[config.mk]
export PLATFORM = sky130hd
export DESIGN_NAME = ddr4_cmd_sequencer_flat
export DESIGN_NICKNAME = d
export VERILOG_FILES = /design/src/rtl/ddr4_cmd_sequencer_if.sv /design/src/rtl/ddr4_cmd_sequencer.sv /design/src/flat_wrapper.sv
export SDC_FILE = /design/constraint.sdc
export NUM_CORES = 2
export LEC_CHECK = 0
export ABC_AREA = 1
export BUFFER_PORTS_ARGS = -buffer_cell sky130_fd_sc_hd__buf_2
export CAP_MARGIN = 20
export CORE_AREA = 10 10 541 543
export CTS_CLUSTER_SIZE = 16
export DETAILED_ROUTE_END_ITERATION = 16
export DIE_AREA = 0 0 551 553
export GPL_TIMING_DRIVEN = 1
export HOLD_SLACK_MARGIN = 0.06
export PLACE_DENSITY = 0.41
export SLEW_MARGIN = 20
export SYNTH_ARGS = -nofsm -noshare
export SYNTH_HDL_FRONTEND = slang
export SYNTH_SLANG_ARGS = --single-unit
[constraint.sdc]
create_clock -name ck_t -period 5.43 [get_ports ck_t]
set_clock_uncertainty 0.2 [all_clocks]
set_input_delay 1.086 -clock ck_t [delete_from_list [all_inputs] [get_ports ck_t]]
set_output_delay 1.086 -clock ck_t [all_outputs]
set_load 0.005 [all_outputs]
[src/rtl/ddr4_cmd_sequencer_if.sv]
// ddr4_cmd_sequencer_if
//   Host-side request/response bundle for ddr4_cmd_sequencer.
//   master : host that issues requests and consumes read bursts
//   slave  : the sequencer
//   req_valid/req_ready handshake; req_write, req_rank, req_bg, req_ba,
//   req_row, req_col, req_wdata qualify a request. rd_valid pulses once
//   per completed read with the whole burst on rd_data.
interface ddr4_cmd_sequencer_if #(
    parameter int RANKS     = 1,
    parameter int BGWIDTH   = 2,
    parameter int BAWIDTH   = 2,
    parameter int ADDRWIDTH = 17,
    parameter int COLWIDTH  = 10,
    parameter int DQWIDTH   = 72,
    parameter int BL        = 8
);
    localparam int RW = (RANKS > 1) ? $clog2(RANKS) : 1;

    logic                    req_valid;
    logic                    req_ready;
    logic                    req_write;
    logic [RW-1:0]           req_rank;
    logic [BGWIDTH-1:0]      req_bg;
    logic [BAWIDTH-1:0]      req_ba;
    logic [ADDRWIDTH-1:0]    req_row;
    logic [COLWIDTH-1:0]     req_col;
    logic [DQWIDTH*BL-1:0]   req_wdata;
    logic                    rd_valid;
    logic [DQWIDTH*BL-1:0]   rd_data;

    modport master (
        output req_valid, req_write, req_rank, req_bg, req_ba, req_row, req_col, req_wdata,
        input  req_ready, rd_valid, rd_data
    );
    modport slave (
        input  req_valid, req_write, req_rank, req_bg, req_ba, req_row, req_col, req_wdata,
        output req_ready, rd_valid, rd_data
    );
endinterface

[src/rtl/ddr4_cmd_sequencer.sv]
// ddr4_cmd_sequencer
//   Single-request DDR4 command sequencer. Accepts one read or write burst,
//   issues ACT, RD/WR and PRE with programmable spacing, drives DQ/DQS for
//   write bursts and captures DQ for read bursts (one beat per ck_t).
// Ports:
//   ck_t, reset           clock and synchronous active-high reset
//   host                  request/response interface (slave modport)
//   cs_n, act_n, A, bg, ba  command/address pins
//   dq_out, dq_oe, dq_in  data pins (dq_oe also qualifies DQS drive)
//   dqs_t_out, dqs_c_out  write strobes
// Build option:
//   OPEN_PAGE_EN  keep the last activated row open between requests
module ddr4_cmd_sequencer #(
    parameter int RANKS     = 1,
    parameter int BGWIDTH   = 2,
    parameter int BAWIDTH   = 2,
    parameter int ADDRWIDTH = 17,
    parameter int COLWIDTH  = 10,
    parameter int DQWIDTH   = 72,
    parameter int DQSWIDTH  = 18,
    parameter int BL        = 8,
    parameter int TRCD      = 15,
    parameter int TCL       = 15,
    parameter int TCWL      = 11,
    parameter int TWR       = 12,
    parameter int TRP       = 15
) (
    input  logic                  ck_t,
    input  logic                  reset,
    ddr4_cmd_sequencer_if.slave   host,
    output logic [RANKS-1:0]      cs_n,
    output logic                  act_n,
    output logic [ADDRWIDTH-1:0]  A,
    output logic [BGWIDTH-1:0]    bg,
    output logic [BAWIDTH-1:0]    ba,
    output logic [DQWIDTH-1:0]    dq_out,
    output logic                  dq_oe,
    input  logic [DQWIDTH-1:0]    dq_in,
    output logic [DQSWIDTH-1:0]   dqs_t_out,
    output logic [DQSWIDTH-1:0]   dqs_c_out
);
    localparam int RW   = (RANKS > 1) ? $clog2(RANKS) : 1;
    localparam int M1   = (TRCD > TCL) ? TRCD : TCL;
    localparam int M2   = (TCWL > TWR) ? TCWL : TWR;
    localparam int M3   = (M1 > M2) ? M1 : M2;
    localparam int TMAX = (M3 > TRP) ? M3 : TRP;
    localparam int CW   = $clog2(TMAX + BL) + 1;
`ifdef OPEN_PAGE_EN
    localparam bit OPEN_PAGE = 1'b1;
`else
    localparam bit OPEN_PAGE = 1'b0;
`endif

    typedef enum logic [3:0] {
        IDLE, ACT, WAIT_RCD, CMD, WAIT_LAT, BURST, WAIT_WR, PRE, WAIT_RP
    } state_t;

    state_t                 state, st_nxt;
    logic [CW-1:0]          cnt, cnt_nxt, beat, lat_cyc;
    logic                   lat_wr, rd_vld, accept, pend_act;
    logic [RW-1:0]          lat_rank, pre_rank;
    logic [BGWIDTH-1:0]     lat_bg, pre_bg;
    logic [BAWIDTH-1:0]     lat_ba, pre_ba;
    logic [ADDRWIDTH-1:0]   lat_row;
    logic [COLWIDTH-1:0]    lat_col;
    logic [DQWIDTH*BL-1:0]  lat_wdata, rd_buf;

    assign host.req_ready = (state == IDLE) && !reset;
    assign host.rd_valid  = rd_vld;
    assign host.rd_data   = rd_buf;
    assign accept         = host.req_valid && host.req_ready;
    // cnt counts BL-1..0 through BURST, so the beat index runs upward
    assign beat           = CW'(BL - 1) - cnt;

`ifdef OPEN_PAGE_EN
    logic                   open_vld, hit;
    logic [RW-1:0]          open_rank;
    logic [BGWIDTH-1:0]     open_bg;
    logic [BAWIDTH-1:0]     open_ba;
    logic [ADDRWIDTH-1:0]   open_row;

    assign hit = open_vld && (open_rank == host.req_rank) && (open_bg == host.req_bg) &&
                 (open_ba == host.req_ba) && (open_row == host.req_row);
    // PRE only ever closes the tracked row (miss path)
    assign pre_rank = open_rank;
    assign pre_bg   = open_bg;
    assign pre_ba   = open_ba;

    always_ff @(posedge ck_t) begin
        if (reset) begin
            open_vld  <= 1'b0;
            pend_act  <= 1'b0;
            open_rank <= '0;
            open_bg   <= '0;
            open_ba   <= '0;
            open_row  <= '0;
        end else begin
            // pend_act: the PRE/WAIT_RP in flight must be followed by ACT
            if (accept) pend_act <= open_vld && !hit;
            if (state == ACT) begin
                pend_act  <= 1'b0;
                open_vld  <= 1'b1;
                open_rank <= lat_rank;
                open_bg   <= lat_bg;
                open_ba   <= lat_ba;
                open_row  <= lat_row;
            end
        end
    end
`else
    assign pend_act = 1'b0;
    assign pre_rank = lat_rank;
    assign pre_bg   = lat_bg;
    assign pre_ba   = lat_ba;
`endif

    always_ff @(posedge ck_t) begin
        if (reset) begin
            state     <= IDLE;
            cnt       <= '0;
            rd_vld    <= 1'b0;
            rd_buf    <= '0;
            lat_wr    <= 1'b0;
            lat_rank  <= '0;
            lat_bg    <= '0;
            lat_ba    <= '0;
            lat_row   <= '0;
            lat_col   <= '0;
            lat_wdata <= '0;
        end else begin
            state  <= st_nxt;
            cnt    <= cnt_nxt;
            rd_vld <= (state == BURST) && !lat_wr && (cnt == '0);
            if (accept) begin
                lat_wr    <= host.req_write;
                lat_rank  <= host.req_rank;
                lat_bg    <= host.req_bg;
                lat_ba    <= host.req_ba;
                lat_row   <= host.req_row;
                lat_col   <= host.req_col;
                lat_wdata <= host.req_wdata;
            end
            if (state == BURST && !lat_wr) rd_buf[beat*DQWIDTH +: DQWIDTH] <= dq_in;
        end
    end

    // Each wait state is skipped when its length is zero, so a timing
    // value of 1 puts commands on consecutive cycles.
    always_comb begin
        st_nxt  = state;
        cnt_nxt = (cnt != '0) ? cnt - CW'(1) : cnt;
        lat_cyc = lat_wr ? CW'(TCWL) : CW'(TCL);
        case (state)
            IDLE: if (accept) begin
`ifdef OPEN_PAGE_EN
                if (hit)           st_nxt = CMD;
                else if (open_vld) st_nxt = PRE;
                else               st_nxt = ACT;
`else
                st_nxt = ACT;
`endif
            end
            ACT: begin
                if (TRCD > 1) begin
                    st_nxt  = WAIT_RCD;
                    cnt_nxt = CW'(TRCD - 2);
                end else st_nxt = CMD;
            end
            WAIT_RCD: if (cnt == '0) st_nxt = CMD;
            CMD: begin
                if (lat_cyc > CW'(1)) begin
                    st_nxt  = WAIT_LAT;
                    cnt_nxt = lat_cyc - CW'(2);
                end else begin
                    st_nxt  = BURST;
                    cnt_nxt = CW'(BL - 1);
                end
            end
            WAIT_LAT: if (cnt == '0) begin
                st_nxt  = BURST;
                cnt_nxt = CW'(BL - 1);
            end
            BURST: if (cnt == '0) begin
                if (lat_wr) begin
                    st_nxt  = WAIT_WR;
                    cnt_nxt = CW'(TWR - 1);
                end else st_nxt = OPEN_PAGE ? IDLE : PRE;
            end
            WAIT_WR: if (cnt == '0) st_nxt = OPEN_PAGE ? IDLE : PRE;
            PRE: begin
                // ready returns TRP after PRE; a miss waits one more cycle before ACT
                if (pend_act) begin
                    st_nxt  = WAIT_RP;
                    cnt_nxt = CW'(TRP - 1);
                end else if (TRP > 1) begin
                    st_nxt  = WAIT_RP;
                    cnt_nxt = CW'(TRP - 2);
                end else st_nxt = IDLE;
            end
            WAIT_RP: if (cnt == '0) st_nxt = pend_act ? ACT : IDLE;
            default: st_nxt = IDLE;
        endcase
    end

    always_comb begin
        cs_n      = '1;
        act_n     = 1'b1;
        A         = '0;
        bg        = '0;
        ba        = '0;
        dq_oe     = 1'b0;
        dq_out    = '0;
        dqs_t_out = '0;
        dqs_c_out = '0;
        case (state)
            ACT: begin
                cs_n[lat_rank] = 1'b0;
                act_n          = 1'b0;
                A              = lat_row;
                bg             = lat_bg;
                ba             = lat_ba;
            end
            CMD: begin
                cs_n[lat_rank]    = 1'b0;
                A[COLWIDTH-1:0]   = lat_col;
                A[16:14]          = lat_wr ? 3'b100 : 3'b101;
                bg                = lat_bg;
                ba                = lat_ba;
            end
            PRE: begin
                cs_n[pre_rank] = 1'b0;
                A[16:14]       = 3'b010;
                bg             = pre_bg;
                ba             = pre_ba;
            end
            BURST: if (lat_wr) begin
                dq_oe     = 1'b1;
                dq_out    = lat_wdata[beat*DQWIDTH +: DQWIDTH];
                dqs_t_out = '1;
            end
            default: ;
        endcase
    end
endmodule

[src/flat_wrapper.sv]
// flat-port wrapper written by rule: the top's interface ports become plain ports
module ddr4_cmd_sequencer_flat 
#(
    parameter int RANKS     = 1,
    parameter int BGWIDTH   = 2,
    parameter int BAWIDTH   = 2,
    parameter int ADDRWIDTH = 17,
    parameter int COLWIDTH  = 10,
    parameter int DQWIDTH   = 72,
    parameter int DQSWIDTH  = 18,
    parameter int BL        = 8,
    parameter int TRCD      = 15,
    parameter int TCL       = 15,
    parameter int TCWL      = 11,
    parameter int TWR       = 12,
    parameter int TRP       = 15
)
  (ck_t, reset, cs_n, act_n, A, bg, ba, dq_out, dq_oe, dq_in, dqs_t_out, dqs_c_out, host_req_valid, host_req_write, host_req_rank, host_req_bg, host_req_ba, host_req_row, host_req_col, host_req_wdata, host_req_ready, host_rd_valid, host_rd_data);
  ddr4_cmd_sequencer_if #(.RANKS(RANKS), .BGWIDTH(BGWIDTH), .BAWIDTH(BAWIDTH), .ADDRWIDTH(ADDRWIDTH), .COLWIDTH(COLWIDTH), .DQWIDTH(DQWIDTH), .BL(BL)) host_i ();
  input  logic ck_t;
  input  logic reset;
  output logic [RANKS-1:0] cs_n;
  output logic act_n;
  output logic [ADDRWIDTH-1:0] A;
  output logic [BGWIDTH-1:0] bg;
  output logic [BAWIDTH-1:0] ba;
  output logic [DQWIDTH-1:0] dq_out;
  output logic dq_oe;
  input  logic [DQWIDTH-1:0] dq_in;
  output logic [DQSWIDTH-1:0] dqs_t_out;
  output logic [DQSWIDTH-1:0] dqs_c_out;
  input wire logic [$bits(host_i.req_valid)-1:0] host_req_valid;
  input wire logic [$bits(host_i.req_write)-1:0] host_req_write;
  input wire logic [$bits(host_i.req_rank)-1:0] host_req_rank;
  input wire logic [$bits(host_i.req_bg)-1:0] host_req_bg;
  input wire logic [$bits(host_i.req_ba)-1:0] host_req_ba;
  input wire logic [$bits(host_i.req_row)-1:0] host_req_row;
  input wire logic [$bits(host_i.req_col)-1:0] host_req_col;
  input wire logic [$bits(host_i.req_wdata)-1:0] host_req_wdata;
  output wire logic [$bits(host_i.req_ready)-1:0] host_req_ready;
  output wire logic [$bits(host_i.rd_valid)-1:0] host_rd_valid;
  output wire logic [$bits(host_i.rd_data)-1:0] host_rd_data;
  assign host_i.req_valid = host_req_valid;
  assign host_i.req_write = host_req_write;
  assign host_i.req_rank = host_req_rank;
  assign host_i.req_bg = host_req_bg;
  assign host_i.req_ba = host_req_ba;
  assign host_i.req_row = host_req_row;
  assign host_i.req_col = host_req_col;
  assign host_i.req_wdata = host_req_wdata;
  assign host_req_ready = host_i.req_ready;
  assign host_rd_valid = host_i.rd_valid;
  assign host_rd_data = host_i.rd_data;
  ddr4_cmd_sequencer #(.RANKS(RANKS), .BGWIDTH(BGWIDTH), .BAWIDTH(BAWIDTH), .ADDRWIDTH(ADDRWIDTH), .COLWIDTH(COLWIDTH), .DQWIDTH(DQWIDTH), .DQSWIDTH(DQSWIDTH), .BL(BL), .TRCD(TRCD), .TCL(TCL), .TCWL(TCWL), .TWR(TWR), .TRP(TRP)) u_core (.ck_t(ck_t), .reset(reset), .host(host_i), .cs_n(cs_n), .act_n(act_n), .A(A), .bg(bg), .ba(ba), .dq_out(dq_out), .dq_oe(dq_oe), .dq_in(dq_in), .dqs_t_out(dqs_t_out), .dqs_c_out(dqs_c_out));
endmodule
; ---- Yosys cells after proc, flatten, opt, wreduce, memory -nomap -nowiden
; Index checks and enable logic that the tools add are counted.
; W data, S select, Z words.
[word_totals]
regBits = 1196
output_inout_bits = 710
in_bits = 684
[op_classes]
n_reduce_logical = 13
shift = 3
n_lt_le_gt_ge = 3
addsub = 4
bitwise_logic = 1
multipliers = 1
n_eq_ne = 14
mux = 32
[ops]
columns = op, n
row1 = $bwmux W576, 1
row2 = $shift A72 B34 Y576 const A, 1
row3 = $shiftx A576 B14 Y72, 1
row4 = $shiftx A72 B34 Y576, 1
row5 = $mux W72, 2
row6 = $mux W18, 2
row7 = $pmux W4 S9, 1
row8 = $neg A13 Y34, 1
row9 = $mux W6, 5
row10 = $mux W4, 7
row11 = $pmux W6 S4, 1
row12 = $pmux W10 S2, 1
row13 = $eq A4 B3 Y1 const B, 4
row14 = $mul A6 B4 Y10 const B, 1
row15 = $ne A2 B1 Y1 const B, 5
row16 = $pmux W3 S3, 1
row17 = $eq A4 B2 Y1 const B, 2
row18 = $mux W1, 8
row19 = $gt A6 B1 Y1 const B, 1
row20 = $logic_not A6 Y1, 1
row21 = $reduce_and A6 Y1, 1
row22 = $reduce_bool A6 Y1, 1
row23 = $sub A3 B6 Y6 const A, 1
row24 = $sub A6 B1 Y6 const B, 1
row25 = 14 further kinds, 20

; ---- Longest topological paths before layout
[logic_depth]
word_depth = 5
ltp_mapped = 31
mapped_depth_nobuf = 29

; ---- Least setup slack after synthesis
; Ideal clock, no wire load.
[synth_path]
kind = flip-flop to flip-flop
startpoint = reg u_core.cnt[0]
endpoint = reg u_core.rd_buf[526], in the netlist u_core.host.rd_data[526]
setup_slack_ns = 0.100
required_time_ns = 5.114
path_stages_with_launch = 31
arrival_time_ns = 5.014
setup_time_ns = 0.116
synth_period_minus_slack_ns = 5.330
path_cell_list = dfxtp_1 inv_1 clkbuf_1 clkbuf_1 clkbuf_1 clkbuf_1 clkbuf_1 ha_1 ha_1 inv_1 fa_1 inv_1 nand3_1 nand3_1 nand2_1 inv_1 nor2_1 ha_1 inv_1 or2_2 nor2_8 nand3_2 nor2_4 nand2_4 nand2_1 nand2_2 nor2_4 buf_4 nand2_1 nor2_1 nor2_1
[synth_between]
elab_chain_cells = 5
[synth_rtl]
columns = element, line
row1 = "start, declared", ddr4_cmd_sequencer.sv:59  ; logic [CW-1:0] cnt, cnt_nxt, beat, lat_cyc;
row2 = "start signal, assigned", ddr4_cmd_sequencer.sv:132  ; cnt <= cnt_nxt;
row3 = $sub A3 B6 Y6 (*), ddr4_cmd_sequencer.sv:73  ; assign beat = CW'(BL - 1) - cnt;
row4 = $mul A6 B4 Y10 (*), ddr4_cmd_sequencer.sv:143  ; if (state == BURST && !lat_wr) rd_buf[beat*DQWIDTH +: DQWIDTH] <= dq_in;
row5 = $neg A13 Y34 (*), ddr4_cmd_sequencer.sv:143
row6 = $shiftx A72 B34 Y576 or $shift A72 B34 Y576 (tied branches), ddr4_cmd_sequencer.sv:143
row7 = $bwmux W576 (*), ddr4_cmd_sequencer.sv:143
row8 = "end signal, assigned by index", ddr4_cmd_sequencer.sv:143
row9 = "end, declared", ddr4_cmd_sequencer.sv:66  ; logic [DQWIDTH*BL-1:0] lat_wdata, rd_buf;
; Mark *: on every way between the ends. The rest lies on a longest branch, timed or not.
; A chain may end at the register's enable or synchronous reset.

; ---- Worst setup path after layout
[layout_path]
startpoint = reg u_core.cnt[4]
endpoint = reg u_core.rd_buf[71], in the netlist u_core.host.rd_data[71]
; Same word-level chain as after synthesis.

==> results.yml <==
timing:
  layout_worst_path_cycle_share_pct: 94.97
  timing.setup.tns_ps: 0
  finalHoldViolCount: 0
  max_slew_margin_pct: 26.96
  fmaxAchievable_mhz: 193.9
  min_cycle_time_layout_ps: 5157
  max_slew.worst_pin.slew_ps: 1096
  final.hold.worst_slack_ps: 218.6
  slew_violations: 0
  setup_violations: 0
  setup_repair_after_global_routing_missed_its_margin: "no"
route:
  routed_wirelength_mm: 401.3
  drtPass1Iterations: 9
  via_count: 67208
  wl_per_instance_um: 28.96
  drtAntennaViolNets: 0
  drtIter0Drc: 6830
  drc_errors: 0
  post_drt_via_cell_ratio: 4.851
synthesis:
  syn_area_um2: 58500
  synth-edff-count: 0
  synthesis.area_per_instance_um2: 6.603
  number_of_distinct_library_cell_variants_in_the_gate_level_netlist_after_synthesis: 54
  yosysMostFrequentCell: "sky130_fd_sc_hd__nand2_1"
  post-synth-top-area-fraction_pct: 40.93
  seq_area_frac_synth_pct: 40.93
  postSynth.topFlopCell: "sky130_fd_sc_hd__dfxtp_1"
  synth.yosys.warnings: 0
  synth_largest_area_cell: "sky130_fd_sc_hd__dfxtp_1"
  postSynthCellCount: 8859
  synth.area.top_cells: "sky130_fd_sc_hd__dfxtp_1, sky130_fd_sc_hd__nand2_1, sky130_fd_sc_hd__o21ai_0, sky130_fd_sc_hd__nand3_1, sky130_fd_sc_hd__a21oi_1"
  synth_async_sr_flop_share_pct: 0
  synth-seq-cells: 1196
  synthTopCellsByCount: "sky130_fd_sc_hd__nand2_1, sky130_fd_sc_hd__dfxtp_1, sky130_fd_sc_hd__o21ai_0"
pwr:
  p_sw_share_pct: 56.93
  p_seq_share_pct: 19.7
  power_switching_w: 0.02915
  power_density_nw_per_um2: 686.0
  power_frac_clock_pct: 20.8
  leakagePower_nw: 33.58
  vdd.ir_drop.worst_uv: 1254
  internal_power_component_w: 0.02205
  comb_power_share_pct: 59.5
  totalPowerFinal_w: 0.05120
global_route:
  grt_pass1_wl_mm: 541.3
  grt_remaining_overflow: 0
  first_global_vias: 65363
  grt_antenna_before_repair: 125
  maximum_number_of_pins_on_one_net_before_global_route_repair: 192
  gr-usage-all-layers_pct: 24.79
critical_path:
  worst-setup-path-type: "register to register"
  worstSetupEndpointType: "register"
  cp_max_fo: 16
  setup.worst_path.start_class: "register"
  cp.required_ps: 5890
  crit_arrival_ps: 5620
finish:
  drive_above_1_share_pct: 19.90
  final-instance-count-excl-fill: 13855
  filler_cell_count: 32217
  register_area_um2: 23950
  total_area_of_multi_input_combinational_cells_um2: 29210
  areaGrowthSynthToFinish_pct: 27.59
  nNetsFinal: 10662
floorplanning:
  core-area_um2: 281600
  num_io_pins: 1394
  initial_core_utilization_pct: 20.78
  die_height_um: 553
  die_w_um: 551
  die_area_um2: 304700
  row_count: 195
clock_tree:
  worstSkewPairLatency_ps: 770
  cts_max_path_buffers: 4
  root_buffer: "sky130_fd_sc_hd__clkbuf_16"
  htree_num_levels: 4
  cts-buffers-inserted: 155
  number_of_sinks_handled_by_clock_tree_synthesis: 1196
  clkTransAtPathRegs_ps: 60
  cts_hold_buffers: 0
  cts_tree: "yes"
job:
  cap_viol_max_count: 0
placement:
  io_buffer_count: 1375
  detailedPlacementHpwl_mm: 316.0
  gpl.final_weighted_congestion: 0.9478
  place.detailed.instances: 13549
hold_path:
  hold_path_class: "primary input to register"
outcome:
  status: "finished, final reports clean"
-- worst max-delay path: stages (launching register included) --
cell and delay (ps):
sky130_fd_sc_hd__dfxtp_1 340, sky130_fd_sc_hd__inv_1 70, sky130_fd_sc_hd__ha_1 300, sky130_fd_sc_hd__ha_1 280, sky130_fd_sc_hd__ha_1 150, sky130_fd_sc_hd__inv_1 60, sky130_fd_sc_hd__fa_1 480, sky130_fd_sc_hd__inv_1 80
sky130_fd_sc_hd__nand3_1 80, sky130_fd_sc_hd__nand3_1 90, sky130_fd_sc_hd__nand2_1 140, sky130_fd_sc_hd__inv_1 160, sky130_fd_sc_hd__nor2_1 70, sky130_fd_sc_hd__ha_1 290, sky130_fd_sc_hd__inv_1 50, sky130_fd_sc_hd__or2_2 330
sky130_fd_sc_hd__nor2_8 210, sky130_fd_sc_hd__nand3_2 140, sky130_fd_sc_hd__nor2_4 130, sky130_fd_sc_hd__buf_4 140, sky130_fd_sc_hd__nand2_1 50, sky130_fd_sc_hd__nand2_1 570, sky130_fd_sc_hd__nand2_1 370, sky130_fd_sc_hd__nor2_1 180
sky130_fd_sc_hd__nor2_1 70
-- logic make-up (layout without fill, tap and decap cells) --
| logic type | count (synthesis) | after routing | synth area share (%) |
|---|---|---|---|
| DFF | 1196 | 1196 | 40.93 |
| adders and majority gates | 13 | 13 | 0.2909 |
| other | 1 | 56 | 0.006410 |
| AOI/OAI and AO/OA | 2250 | 2250 | 19.84 |
| xor gates and xnor gates | 5 | 5 | 0.1005 |
| and+or+nand+nor | 4019 | 4019 | 29.45 |
| buffers and inverters | 1375 | 2573 | 9.383 |
-- worst paths after layout --
kind,from,to,slack (ps),cells after the start
worst max-delay path,u_core.cnt[4],u_core.host.rd_data[71],270,24
worst min-delay path,host_req_wdata[314],u_core.lat_wdata[314],220,3
worst max register to register,u_core.cnt[4],u_core.host.rd_data[71],270,24
worst min register to register,u_core.lat_wdata[102],u_core.lat_wdata[102],250,2
-- area by class of cell --
cell class                 count  area share [%]
sequential                  1196           32.09
multi-input combinational   6305           39.14
inverter                     721           3.683
clock buffer                 223           6.001
tap                         3743           6.275
timing repair buffer        1586           11.89
antenna                       38          0.1274
clock inverter                43          0.7979
-- timing repair --
| item | in CTS | in global routing |
|---|---|---|
| gates resized for setup | 0 | 1 |
| setup endpoints to repair | 0 | 2 |
| buffers inserted | 0 | 2 |
-- cell usage in the layout (no fill, tap or decap), drive strengths merged, types with 5 or more instances in the layout --
master / instances
a21boi: 10
a21oi: 932
a31oi: 79
and2: 6
buf: 1586
bufinv: 10
clkbuf: 223
clkinv: 25
clkinvlp: 5
conb: 18
dfxtp: 1196
diode: 38
ha: 12
inv: 724
nand2: 2007
nand3: 965
nand4: 103
nor2: 894
nor3: 38
o211ai: 8
o21ai: 1167
o21bai: 10
o22ai: 29
-- flip-flops by register name (all words and copies together) (netlist names), 2 cells and up --
name / count
u_core.cnt: 6
u_core.host.rd_data: 576
u_core.lat_ba: 2
u_core.lat_bg: 2
u_core.lat_col: 10
u_core.lat_row: 17
u_core.lat_wdata: 576
u_core.state: 4
-- metal layers --
layer	up-vias	share of wire, %	routed length [um]	GRT usage, %
met1	32075	39	154600	28.35
met3	751	7.4	29700	5.994
met5	-	0.13	509	0
met2	2894	47	190600	42.25
met4	78	6.5	25920	13.65
li1	31410	-	-	-
-- power by group through the flow --
stage / clock network [W] / logic [W] / registers (W)
after global routing: 0.0113 / 0.0317 / 0.0102
after floorplan: 0 / 0.0159 / 0.0101
after global placement: 0 / 0.0299 / 0.0103
after CTS: 0.0109 / 0.0299 / 0.0101
after detailed placement: 0 / 0.0298 / 0.0103
final: 0.0107 / 0.0304 / 0.0101
-- stage by stage --
stage,cell area [um2],util (%),setup slack [ps]
final,74640,26.51,273.0
after global routing,74600,26.49,11.23
after CTS,74510,26.46,146.5
after detailed placement,69440,24.66,245.4
after global placement,69430,24.66,113.5
after floorplan,58560,-,99.76
Note: power is estimated with default switching activity, not from simulation.
